<file path="src/rtl/mem_port_arbiter_if.sv">
`default_nettype none
// ============================================================================
// Module   : mem_port_arbiter_if
// Brief    : Requester handshake and memory strobe bundle for mem_port_arbiter.
// Revision : 1.0 - initial release
// ============================================================================
interface mem_port_arbiter_if #(
    parameter int AW = 8,
    parameter int DW = 8
);
    logic          req0;
    logic          req1;
    logic [AW-1:0] addr0;
    logic [AW-1:0] addr1;
    logic [DW-1:0] wdata0;
    logic [DW-1:0] wdata1;
    logic          we0;
    logic          we1;
    logic          ack0;
    logic          ack1;
    logic [DW-1:0] rdata;
    logic          busy;
    logic [AW-1:0] mem_addr;
    logic [DW-1:0] mem_wdata;
    logic [DW-1:0] mem_rdata;
    logic          MAR_load;
    logic          Bc;
    logic          Ac;
    logic          CS;
    logic          OE;
    logic          WE;

    modport slave (
        input  req0, req1, addr0, addr1, wdata0, wdata1, we0, we1, mem_rdata,
        output ack0, ack1, rdata, busy, mem_addr, mem_wdata,
        output MAR_load, Bc, Ac, CS, OE, WE
    );

    modport master (
        output req0, req1, addr0, addr1, wdata0, wdata1, we0, we1, mem_rdata,
        input  ack0, ack1, rdata, busy, mem_addr, mem_wdata,
        input  MAR_load, Bc, Ac, CS, OE, WE
    );
endinterface
`default_nettype wire

</file>
<file path="src/rtl/mem_port_arbiter.sv">
`default_nettype none
// ============================================================================
// Module   : mem_port_arbiter
// Brief    : Two-requester round-robin arbiter sequencing strobed memory accesses.
// Revision : 1.0 - initial release
// ============================================================================
module mem_port_arbiter #(
    parameter int AW          = 8,
    parameter int DW          = 8,
    parameter int STRB_CYCLES = 1
) (
    input  wire logic          clk,
    input  wire logic          reset,
    mem_port_arbiter_if.slave  bus
);
    localparam logic [2:0] c_st_idle = 3'd0;
    localparam logic [2:0] c_st_load = 3'd1;
    localparam logic [2:0] c_st_sel  = 3'd2;
    localparam logic [2:0] c_st_strb = 3'd3;
    localparam logic [2:0] c_st_rels = 3'd4;

    localparam logic [3:0] c_strb_last = 4'(STRB_CYCLES - 1);

    logic [2:0]    r_state;
    logic [3:0]    r_cnt;
    logic          r_last_gnt;
    logic          r_wr;
    logic [AW-1:0] r_mem_addr;
    logic [DW-1:0] r_mem_wdata;
    logic [DW-1:0] r_rdata;
    logic          r_ack0;
    logic          r_ack1;
    logic          r_busy;
    logic          r_mar_load;
    logic          r_bc;
    logic          r_ac;
    logic          r_cs_n;
    logic          r_oe_n;
    logic          r_we_n;

    logic          w_any_req;
    logic          w_winner;

    assign w_any_req = bus.req0 | bus.req1;
    // On a tie the requester not served last time wins; a lone request always wins.
    assign w_winner  = (bus.req0 & bus.req1) ? ~r_last_gnt : bus.req1;

    always_ff @(posedge clk) begin
        if (reset) begin
            r_state     <= c_st_idle;
            r_cnt       <= 4'd0;
            r_last_gnt  <= 1'b1;
            r_wr        <= 1'b0;
            r_mem_addr  <= '0;
            r_mem_wdata <= '0;
            r_rdata     <= '0;
            r_ack0      <= 1'b0;
            r_ack1      <= 1'b0;
            r_busy      <= 1'b0;
            r_mar_load  <= 1'b0;
            r_bc        <= 1'b0;
            r_ac        <= 1'b0;
            r_cs_n      <= 1'b1;
            r_oe_n      <= 1'b1;
            r_we_n      <= 1'b1;
        end else begin
            r_ack0 <= 1'b0;
            r_ack1 <= 1'b0;
            case (r_state)
                c_st_idle: begin
                    if (w_any_req) begin
                        r_last_gnt  <= w_winner;
                        r_mem_addr  <= w_winner ? bus.addr1  : bus.addr0;
                        r_mem_wdata <= w_winner ? bus.wdata1 : bus.wdata0;
                        r_wr        <= w_winner ? bus.we1    : bus.we0;
                        r_mar_load  <= 1'b1;
                        r_busy      <= 1'b1;
                        r_state     <= c_st_load;
                    end
                end
                c_st_load: begin
                    r_mar_load <= 1'b0;
                    r_cs_n     <= 1'b0;
                    r_bc       <= ~r_wr;
                    r_ac       <= r_wr;
                    r_state    <= c_st_sel;
                end
                c_st_sel: begin
                    r_oe_n  <= r_wr;
                    r_we_n  <= ~r_wr;
                    r_cnt   <= c_strb_last;
                    r_state <= c_st_strb;
                end
                c_st_strb: begin
                    if (r_cnt == 4'd0) begin
                        r_oe_n <= 1'b1;
                        r_we_n <= 1'b1;
                        r_bc   <= 1'b0;
                        r_ac   <= 1'b0;
                        if (!r_wr) begin
                            r_rdata <= bus.mem_rdata;
                        end
                        r_ack0  <= ~r_last_gnt;
                        r_ack1  <= r_last_gnt;
                        r_state <= c_st_rels;
                    end else begin
                        r_cnt <= r_cnt - 4'd1;
                    end
                end
                c_st_rels: begin
                    r_cs_n  <= 1'b1;
                    r_busy  <= 1'b0;
                    r_state <= c_st_idle;
                end
                default: begin
                    r_mar_load <= 1'b0;
                    r_bc       <= 1'b0;
                    r_ac       <= 1'b0;
                    r_cs_n     <= 1'b1;
                    r_oe_n     <= 1'b1;
                    r_we_n     <= 1'b1;
                    r_busy     <= 1'b0;
                    r_state    <= c_st_idle;
                end
            endcase
        end
    end

    assign bus.ack0      = r_ack0;
    assign bus.ack1      = r_ack1;
    assign bus.rdata     = r_rdata;
    assign bus.busy      = r_busy;
    assign bus.mem_addr  = r_mem_addr;
    assign bus.mem_wdata = r_mem_wdata;
    assign bus.MAR_load  = r_mar_load;
    assign bus.Bc        = r_bc;
    assign bus.Ac        = r_ac;
    assign bus.CS        = r_cs_n;
    assign bus.OE        = r_oe_n;
    assign bus.WE        = r_we_n;
endmodule
`default_nettype wire

</file>
<file path="src/flat_wrapper.sv">
// flat-port wrapper written by rule: the top's interface ports become plain ports
module mem_port_arbiter_flat 
#(
    parameter int AW          = 8,
    parameter int DW          = 8,
    parameter int STRB_CYCLES = 1
)
  (clk, reset, bus_req0, bus_req1, bus_addr0, bus_addr1, bus_wdata0, bus_wdata1, bus_we0, bus_we1, bus_mem_rdata, bus_ack0, bus_ack1, bus_rdata, bus_busy, bus_mem_addr, bus_mem_wdata, bus_MAR_load, bus_Bc, bus_Ac, bus_CS, bus_OE, bus_WE);
  mem_port_arbiter_if #(.AW(AW), .DW(DW)) bus_i ();
  input  wire logic clk;
  input  wire logic reset;
  input wire logic [$bits(bus_i.req0)-1:0] bus_req0;
  input wire logic [$bits(bus_i.req1)-1:0] bus_req1;
  input wire logic [$bits(bus_i.addr0)-1:0] bus_addr0;
  input wire logic [$bits(bus_i.addr1)-1:0] bus_addr1;
  input wire logic [$bits(bus_i.wdata0)-1:0] bus_wdata0;
  input wire logic [$bits(bus_i.wdata1)-1:0] bus_wdata1;
  input wire logic [$bits(bus_i.we0)-1:0] bus_we0;
  input wire logic [$bits(bus_i.we1)-1:0] bus_we1;
  input wire logic [$bits(bus_i.mem_rdata)-1:0] bus_mem_rdata;
  output wire logic [$bits(bus_i.ack0)-1:0] bus_ack0;
  output wire logic [$bits(bus_i.ack1)-1:0] bus_ack1;
  output wire logic [$bits(bus_i.rdata)-1:0] bus_rdata;
  output wire logic [$bits(bus_i.busy)-1:0] bus_busy;
  output wire logic [$bits(bus_i.mem_addr)-1:0] bus_mem_addr;
  output wire logic [$bits(bus_i.mem_wdata)-1:0] bus_mem_wdata;
  output wire logic [$bits(bus_i.MAR_load)-1:0] bus_MAR_load;
  output wire logic [$bits(bus_i.Bc)-1:0] bus_Bc;
  output wire logic [$bits(bus_i.Ac)-1:0] bus_Ac;
  output wire logic [$bits(bus_i.CS)-1:0] bus_CS;
  output wire logic [$bits(bus_i.OE)-1:0] bus_OE;
  output wire logic [$bits(bus_i.WE)-1:0] bus_WE;
  assign bus_i.req0 = bus_req0;
  assign bus_i.req1 = bus_req1;
  assign bus_i.addr0 = bus_addr0;
  assign bus_i.addr1 = bus_addr1;
  assign bus_i.wdata0 = bus_wdata0;
  assign bus_i.wdata1 = bus_wdata1;
  assign bus_i.we0 = bus_we0;
  assign bus_i.we1 = bus_we1;
  assign bus_i.mem_rdata = bus_mem_rdata;
  assign bus_ack0 = bus_i.ack0;
  assign bus_ack1 = bus_i.ack1;
  assign bus_rdata = bus_i.rdata;
  assign bus_busy = bus_i.busy;
  assign bus_mem_addr = bus_i.mem_addr;
  assign bus_mem_wdata = bus_i.mem_wdata;
  assign bus_MAR_load = bus_i.MAR_load;
  assign bus_Bc = bus_i.Bc;
  assign bus_Ac = bus_i.Ac;
  assign bus_CS = bus_i.CS;
  assign bus_OE = bus_i.OE;
  assign bus_WE = bus_i.WE;
  mem_port_arbiter #(.AW(AW), .DW(DW), .STRB_CYCLES(STRB_CYCLES)) u_core (.clk(clk), .reset(reset), .bus(bus_i));
endmodule
</file>
<file path="config.mk">
export PLATFORM = sky130hd
export DESIGN_NAME = mem_port_arbiter_flat
export DESIGN_NICKNAME = d
export VERILOG_FILES = /design/src/rtl/mem_port_arbiter_if.sv /design/src/rtl/mem_port_arbiter.sv /design/src/flat_wrapper.sv
export SDC_FILE = /design/constraint.sdc
export NUM_CORES = 1
export LEC_CHECK = 0
export CORE_AREA = 2 2 72 74
export DETAILED_ROUTE_END_ITERATION = 10
export DIE_AREA = 0 0 74 76
export PLACE_DENSITY = 0.83
export SYNTH_ARGS = -nofsm -noshare
export SYNTH_HDL_FRONTEND = slang
export SYNTH_SLANG_ARGS = --single-unit
</file>
<file path="constraint.sdc">
create_clock -name clk -period 2.2 [get_ports clk]
set_input_delay 0.22 -clock clk [delete_from_list [all_inputs] [get_ports clk]]
set_output_delay 0.22 -clock clk [all_outputs]
set_load 0.01 [all_outputs]
</file>
==> out/metrics.csv, run 1 <==
metric,value,unit
Max Slew Vio Count,0,
reg2reg path depth,6,
total core area,4910,um^2
Hold Startpoint,u_core.bus.CS,
Max Freq,0.535,GHz
top_reg_cell synth,dfxtp_1,
Post-Route WL,5350,um
Post-Syn Area per Cell,8.28,um^2
Cell Pwr Density,648,nW/um^2
CP Launch Type,flip-flop,
"antenna viol nets, final",0,
WL/cell,13.6,um
R2R Setup Slk,0.33,ns
worst reg2reg endpoint,u_core.bus.rdata[4],
Starting Density,42.3,%
Die X,74,um
placed cell count,385,
number of enable flip-flop cells after synthesis,0,
asr flop ratio synth,0,%
Vias/cell,5.29,
Iter 0 DRT Violations,98,
Clock transition at path regs,0.08,ns
# resized after CTS,0,
CTS Buffer Depth,2,
Cells after Synth,251,
Area Growth Syn to Fin,46.6,%
Ys Warns,0,
clk_lat worst skew,0.29,ns
clk sinks,42,
Final GP Congestion,0.894,
sequential area share after synthesis,40.4,%
CTS tree,done,
Layout Cells excl Fill,393,
Cell Rows,26,
# hold bufs at CTS,0,
final global-route overflow total,0,
crit path kind,reg2reg,
Num CTS Buffers,5,
Hold Path End,u_core.bus.CS,
first-pass detailed-route iteration total,4,
VDD IR-drop max,0.291,mV
critical path arrival,2.09,ns
Worst Hold Class,reg2reg,
Synth cell types,37,
clock skew,0.00200,ns
Post-Syn Area,2080,um^2
"Req. time, crit path",2.42,ns
setup_tns,0,ns
die height,76,um
worst-path fanout max,8,
"flops & latches, synth",42,
initial antenna violation count,0,
fill count,430,
Static Leakage,1.07,nW
Global Route Usage Sum,19.8,%
share of layout cells above drive strength 1,7.12,%
vias in the first global route,1933,
max-capacitance violation count,0,
Fin. Hold Viols,0,
Syn Nets,298,
number of diodes,0,
clock root buffer,clkbuf_8,
status,"finished, final reports clean",
largest net degree at the start of global routing,25,
postcts setup bufs,0,
DRC,0,
Final HPWL DP,3860,um
Tcrit/Tclk final,84.9,%
first-pass GRT wire length,8870,um
Ports,79,
CTS H-Tree Depth,2,
post-route minimum period,1.87,ns
worst r2r src,u_core.r_cnt[0],
RSZ-0062 raised after global routing,no,
via count,2078,
Die ar.,5620,um^2
Worst slew margin,61.6,%
cell depth of the worst hold path,2,
final setup fails,0,
CP Capture Type,flip-flop,
Nets,369,
Slew @ Worst Pin,0.574,ns
number of port buffers,78,
## flip-flops by register name, indices dropped and copies added (netlist names), 3 cells and up
name,count
u_core.r_state,3
u_core.bus.rdata,8
u_core.bus.mem_wdata,8
u_core.bus.mem_addr,8
u_core.r_cnt,4
## layer usage
layer | global-route usage [%] | up-vias | wire length, um | part of all wire [%]
met5 | 0 | - | 0 | 0
met4 | 6.36 | 0 | 68 | 1.3
met3 | 5.42 | 6 | 325 | 6.1
met2 | 30.4 | 64 | 2590 | 48
met1 | 26.7 | 971 | 2370 | 44
li1 | - | 1037 | - | -
## logic make-up (layout without fill, tap and decap cells)
family	Yosys count	in the layout	share of synthesized area, %
adders and majority gates	1	1	0.602
DFF	42	42	40.4
muxes	8	8	3.85
AOI/OAI and AO/OA	58	58	20.8
and+or+nand+nor	114	114	29.1
buffers and inverters	28	100	5.17
## worst max-delay path, stage by stage (launching register included)
cell and delay [ns]:
dfxtp_1 0.35, inv_1 0.09, ha_1 0.21, or3b_1 0.49, nor4_4 0.23, buf_4 0.22, mux2i_1 0.20
## how the worst max path moves through the flow
stage	to	depth (start not counted)	slack, ns	startpoint
2_1_floorplan	u_core.bus.rdata[0]	6	0.35	u_core.r_cnt[0]
3_3_place_gp	u_core.bus.rdata[6]	6	0.46	u_core.r_cnt[0]
3_5_place_dp	u_core.bus.rdata[0]	6	0.36	u_core.r_cnt[0]
4_1_cts	u_core.bus.rdata[0]	6	0.33	u_core.r_cnt[0]
5_1_grt	u_core.bus.rdata[5]	6	0.20	u_core.r_cnt[0]
6_report	u_core.bus.rdata[4]	6	0.33	u_core.r_cnt[0]
## through the flow
step                total power, mW  hold slack (ns)  util [%]  cell area (um^2)  setup WS, ns
floorplan                      1.14            0.315         -              2080         0.352
global placement               1.38            0.457      59.8              2940         0.463
detailed placement             1.39            0.463      59.8              2940         0.358
CTS                            1.99            0.473      62.0              3050         0.329
global route                   2.08            0.498      62.0              3050         0.200
finish                         1.98            0.471      62.0              3050         0.331
## cells in the mapped netlist, drive strengths merged, types with 2 or more instances
cell,instances,area [um^2]
a211oi,20,150
a21oi,7,35.0
a31oi,3,18.8
buf,3,13.8
clkbuf,22,82.6
dfxtp,42,841
inv,3,11.3
mux2i,8,80.1
nand2,26,97.6
nand2b,35,219
nand3,2,10.0
nand3b,2,15.0
nor2,24,90.1
nor2b,4,25.0
nor3,7,35.0
nor4,4,40.0
o21a,2,15.0
o21ai,3,15.0
o221ai,17,149
or3,2,12.5
## cell usage in the layout (no fill, tap or decap), types with 2 or more instances in the layout
cell	Yosys	routed
a211oi_1	20	20
a21oi_1	7	7
a31oi_1	3	3
buf_4	0	11
clkbuf_8	0	5
clkdlybuf4s50_1	0	78
clkinv_2	0	2
dfxtp_1	42	42
inv_1	3	3
mux2i_1	8	8
nand2_1	26	26
nand2b_1	35	35
nand3_1	2	2
nand3b_1	2	2
nor2_1	24	24
nor2b_1	4	4
nor3_1	7	6
nor4_1	3	3
o21a_1	2	2
o21ai_0	3	3
o221ai_1	17	17
or3_1	2	2
## area by class of cell
cell class / instances / area (um^2) / share of cell area, %
multi-input cells: 181 / 1140 / 37.3
repair buffers: 89 / 863 / 28.3
flip-flops and latches: 42 / 841 / 27.6
well taps: 70 / 87.6 / 2.87
clock buffers: 5 / 68.8 / 2.26
clock inverters: 3 / 40.0 / 1.31
inverters: 3 / 11.3 / 0.369
## where the power goes
part           internal, mW  switching [mW]
Combinational         0.277           0.221
Clock                 0.334           0.263
Sequential            0.822          0.0588
(Power assumes the default switching activity.)
==> run 2, diff against run 1 <==
--- a/config.mk
+++ b/config.mk
@@ -5,10 +5,10 @@
 export SDC_FILE = /design/constraint.sdc
 export NUM_CORES = 1
 export LEC_CHECK = 0
-export CORE_AREA = 2 2 72 74
+export CORE_AREA = 2 2 76 78
 export DETAILED_ROUTE_END_ITERATION = 10
-export DIE_AREA = 0 0 74 76
-export PLACE_DENSITY = 0.83
+export DIE_AREA = 0 0 78 80
+export PLACE_DENSITY = 0.78
 export SYNTH_ARGS = -nofsm -noshare
 export SYNTH_HDL_FRONTEND = slang
 export SYNTH_SLANG_ARGS = --single-unit
==> constraint.sdc (replaced) <==
create_clock -name clk -period 1.7 [get_ports clk]
set_input_delay 0.17 -clock clk [delete_from_list [all_inputs] [get_ports clk]]
set_output_delay 0.17 -clock clk [all_outputs]
set_load 0.01 [all_outputs]
==> run 2 against run 1 <==
Fmax grew 19%. Die area grew 11%. Non-clock buffer count grew 3. Worst hold slack lost 0.014 ns. Count of clock-buffer cells in the layout is the same. Sequential power grew 29%. Total power grew 21%. Critical path depth is the same.
==> out/metrics.csv, run 2 (synthesis results as in run 1) <==
metric,value,unit,change
status,"finished, final reports clean",,
worst reg2reg endpoint,u_core.bus.rdata[1],,
Die X,78,um,+5.4%
Top Usage Layer GRT,met2,,
Sw Pwr,0.684,mW,+26%
final global-route overflow total,0,,unchanged
R2R Setup Slk,0.13,ns,-0.21 ns
CTS H-Tree Depth,2,,unchanged
clk_lat worst skew,0.29,ns,about the same
cell depth of the worst hold path,3,,+1
"most common cell after layout, fill and taps aside",clkdlybuf4s50_1,,
Num CTS Buffers,5,,unchanged
most frequent cells in the layout,"clkdlybuf4s50_1, dfxtp_1, nand2b_1, nand2_1, nor2_1",,
post-route minimum period,1.57,ns,-0.295 ns
Cell Pwr Density,777,nW/um^2,+20%
Sw Ratio,28.6,%,+1.2 points
Hold Startpoint,bus_mem_rdata[5],,
clk sinks,42,,unchanged
initial antenna violation count,0,,unchanged
Hold Path End,u_core.bus.rdata[5],,
CTS tree,done,,
Worst Hold Class,in2reg,,
CTS Buffer Depth,2,,unchanged
DP Area,2990,um^2,+1.8%
number of port buffers,78,,unchanged
Area Growth Syn to Fin,48.0,%,
"Req. time, crit path",1.92,ns,-0.50 ns
clock root buffer,clkbuf_8,,
crit path kind,reg2reg,,
Nets,372,,+0.81%
CP Launch Type,flip-flop,,
clock network fraction of total power,25.1,%,-5.1 points
WHS,0.457,ns,-0.0136 ns
Starting Density,38.5,%,-3.9 points
die height,80,um,+5.3%
P_int,1.71,mW,+19%
Iter 0 DRT Violations,116,,+18%
Ports,79,,unchanged
CP Capture Type,flip-flop,,
met2 usage,29.7,%,-0.71 points
sequential group share of total power,47.5,%,+2.9 points
Final GP Congestion,0.782,,-13%
via count,2067,,-0.53%
Max Slew Vio Count,0,,unchanged
Final HPWL DP,3770,um,-2.3%
postcts setup bufs,0,,unchanged
max-capacitance violation count,0,,unchanged
Global Route Usage Sum,17.8,%,-2.0 points
Tcrit/Tclk final,92.6,%,+7.6 points
critical path arrival,1.79,ns,-0.30 ns
first-pass GRT wire length,9000,um,+1.5%
share of layout cells above drive strength 1,9.85,%,+2.7 points
vias in the first global route,2045,,+5.8%
DRC,0,,unchanged
Cell Rows,27,,+3.8%
Power Total,2.39,mW,+21%
Clock transition at path regs,0.07,ns,about the same
worst-path fanout max,8,,unchanged
number of diodes,0,,unchanged
"antenna viol nets, final",0,,unchanged
post-layout util,56.9,%,-5.1 points
Static Leakage,1.07,nW,+0.25%
Comb pwr share,27.4,%,+2.2 points
Finished Cell Area,3080,um^2,+0.99%
reg2reg path depth,6,,unchanged
RSZ-0062 raised after global routing,no,,
Die ar.,6240,um^2,+11%
Fin. Hold Viols,0,,unchanged
final setup fails,0,,unchanged
Vias/cell,5.21,,-1.5%
# hold bufs at CTS,0,,unchanged
first-pass detailed-route iteration total,4,,unchanged
total core area,5410,um^2,+10%
Slew @ Worst Pin,0.617,ns,+0.0425 ns
Worst slew margin,58.8,%,-2.8 points
clock skew,0.00582,ns,+0.00382 ns
worst r2r src,u_core.r_cnt[0],,
Post-Route WL,5210,um,-2.7%
routing usage on met3,6.33,%,+0.91 points
largest net degree at the start of global routing,26,,+4.0%
VDD IR-drop max,0.430,mV,+48%
GR Util met1,20.8,%,-5.9 points
Max Freq,0.635,GHz,+19%
WL/cell,13.1,um,-3.6%
run 2: what timing repair did:
action / in CTS / in global routing
setup endpoints to repair: 0 / 9
endpoints found under the hold margin: 0 / 0
resized for setup: 0 / 2
run 2: power groups by stage:
stage	Clock (mW)	Sequential (mW)	Combinational, mW
global placement	0	1.15	0.646
CTS	0.620	1.13	0.659
detailed placement	0	1.16	0.655
floorplan	0	1.16	0.315
global route	0.657	1.15	0.723
finish	0.600	1.14	0.656
run 2: per-stage QoR:
step	cells	setup TNS, ns	setup slack (ns)
floorplan	251	-0.162	-0.0202
global placement	390	0	0.129
detailed placement	390	0	0.0422
CTS	397	0	0.0249
global route	397	0	0.0382
finish	397	0	0.126
run 2: per-layer routing:
layer / wire, um / share of wire [%] / vias to the layer above
li1: - / - / 1040
met4: 67 / 1.3 / 0
met3: 475 / 9.1 / 6
met1: 2220 / 43 / 944
met5: 0 / 0 / -
met2: 2450 / 47 / 77
run 2: area by class of cell:
class                           count  area (um^2)
Tap cell                           72         90.1
Fill cell                         513         2330
Clock inverter                      2         10.0
Clock buffer                        5         68.8
Timing Repair Buffer               92          898
Inverter                            3         11.3
Sequential cell                    42          843
Multi-Input combinational cell    181         1160
run 2: critical path, stage by stage, from the launching register on:
cell and delay, ns:
dfxtp_2 0.34, inv_2 0.07, ha_4 0.13, or3b_4 0.40, nor4_4 0.19, buf_12 0.17, mux2i_1 0.19
run 2: worst max-delay path by stage:
stage | startpoint | to | slack (ns) | cells after the start
finish | u_core.r_cnt[0] | u_core.bus.rdata[1] | 0.13 | 6
global route | u_core.r_cnt[1] | u_core.bus.rdata[1] | 0.04 | 6
CTS | u_core.r_state[1] | u_core.bus.mem_addr[2] | 0.02 | 3
detailed placement | u_core.r_state[1] | u_core.bus.mem_addr[2] | 0.04 | 3
global placement | bus_req0 | u_core.bus.mem_addr[4] | 0.13 | 4
floorplan | u_core.r_cnt[1] | u_core.bus.rdata[0] | -0.02 | 6
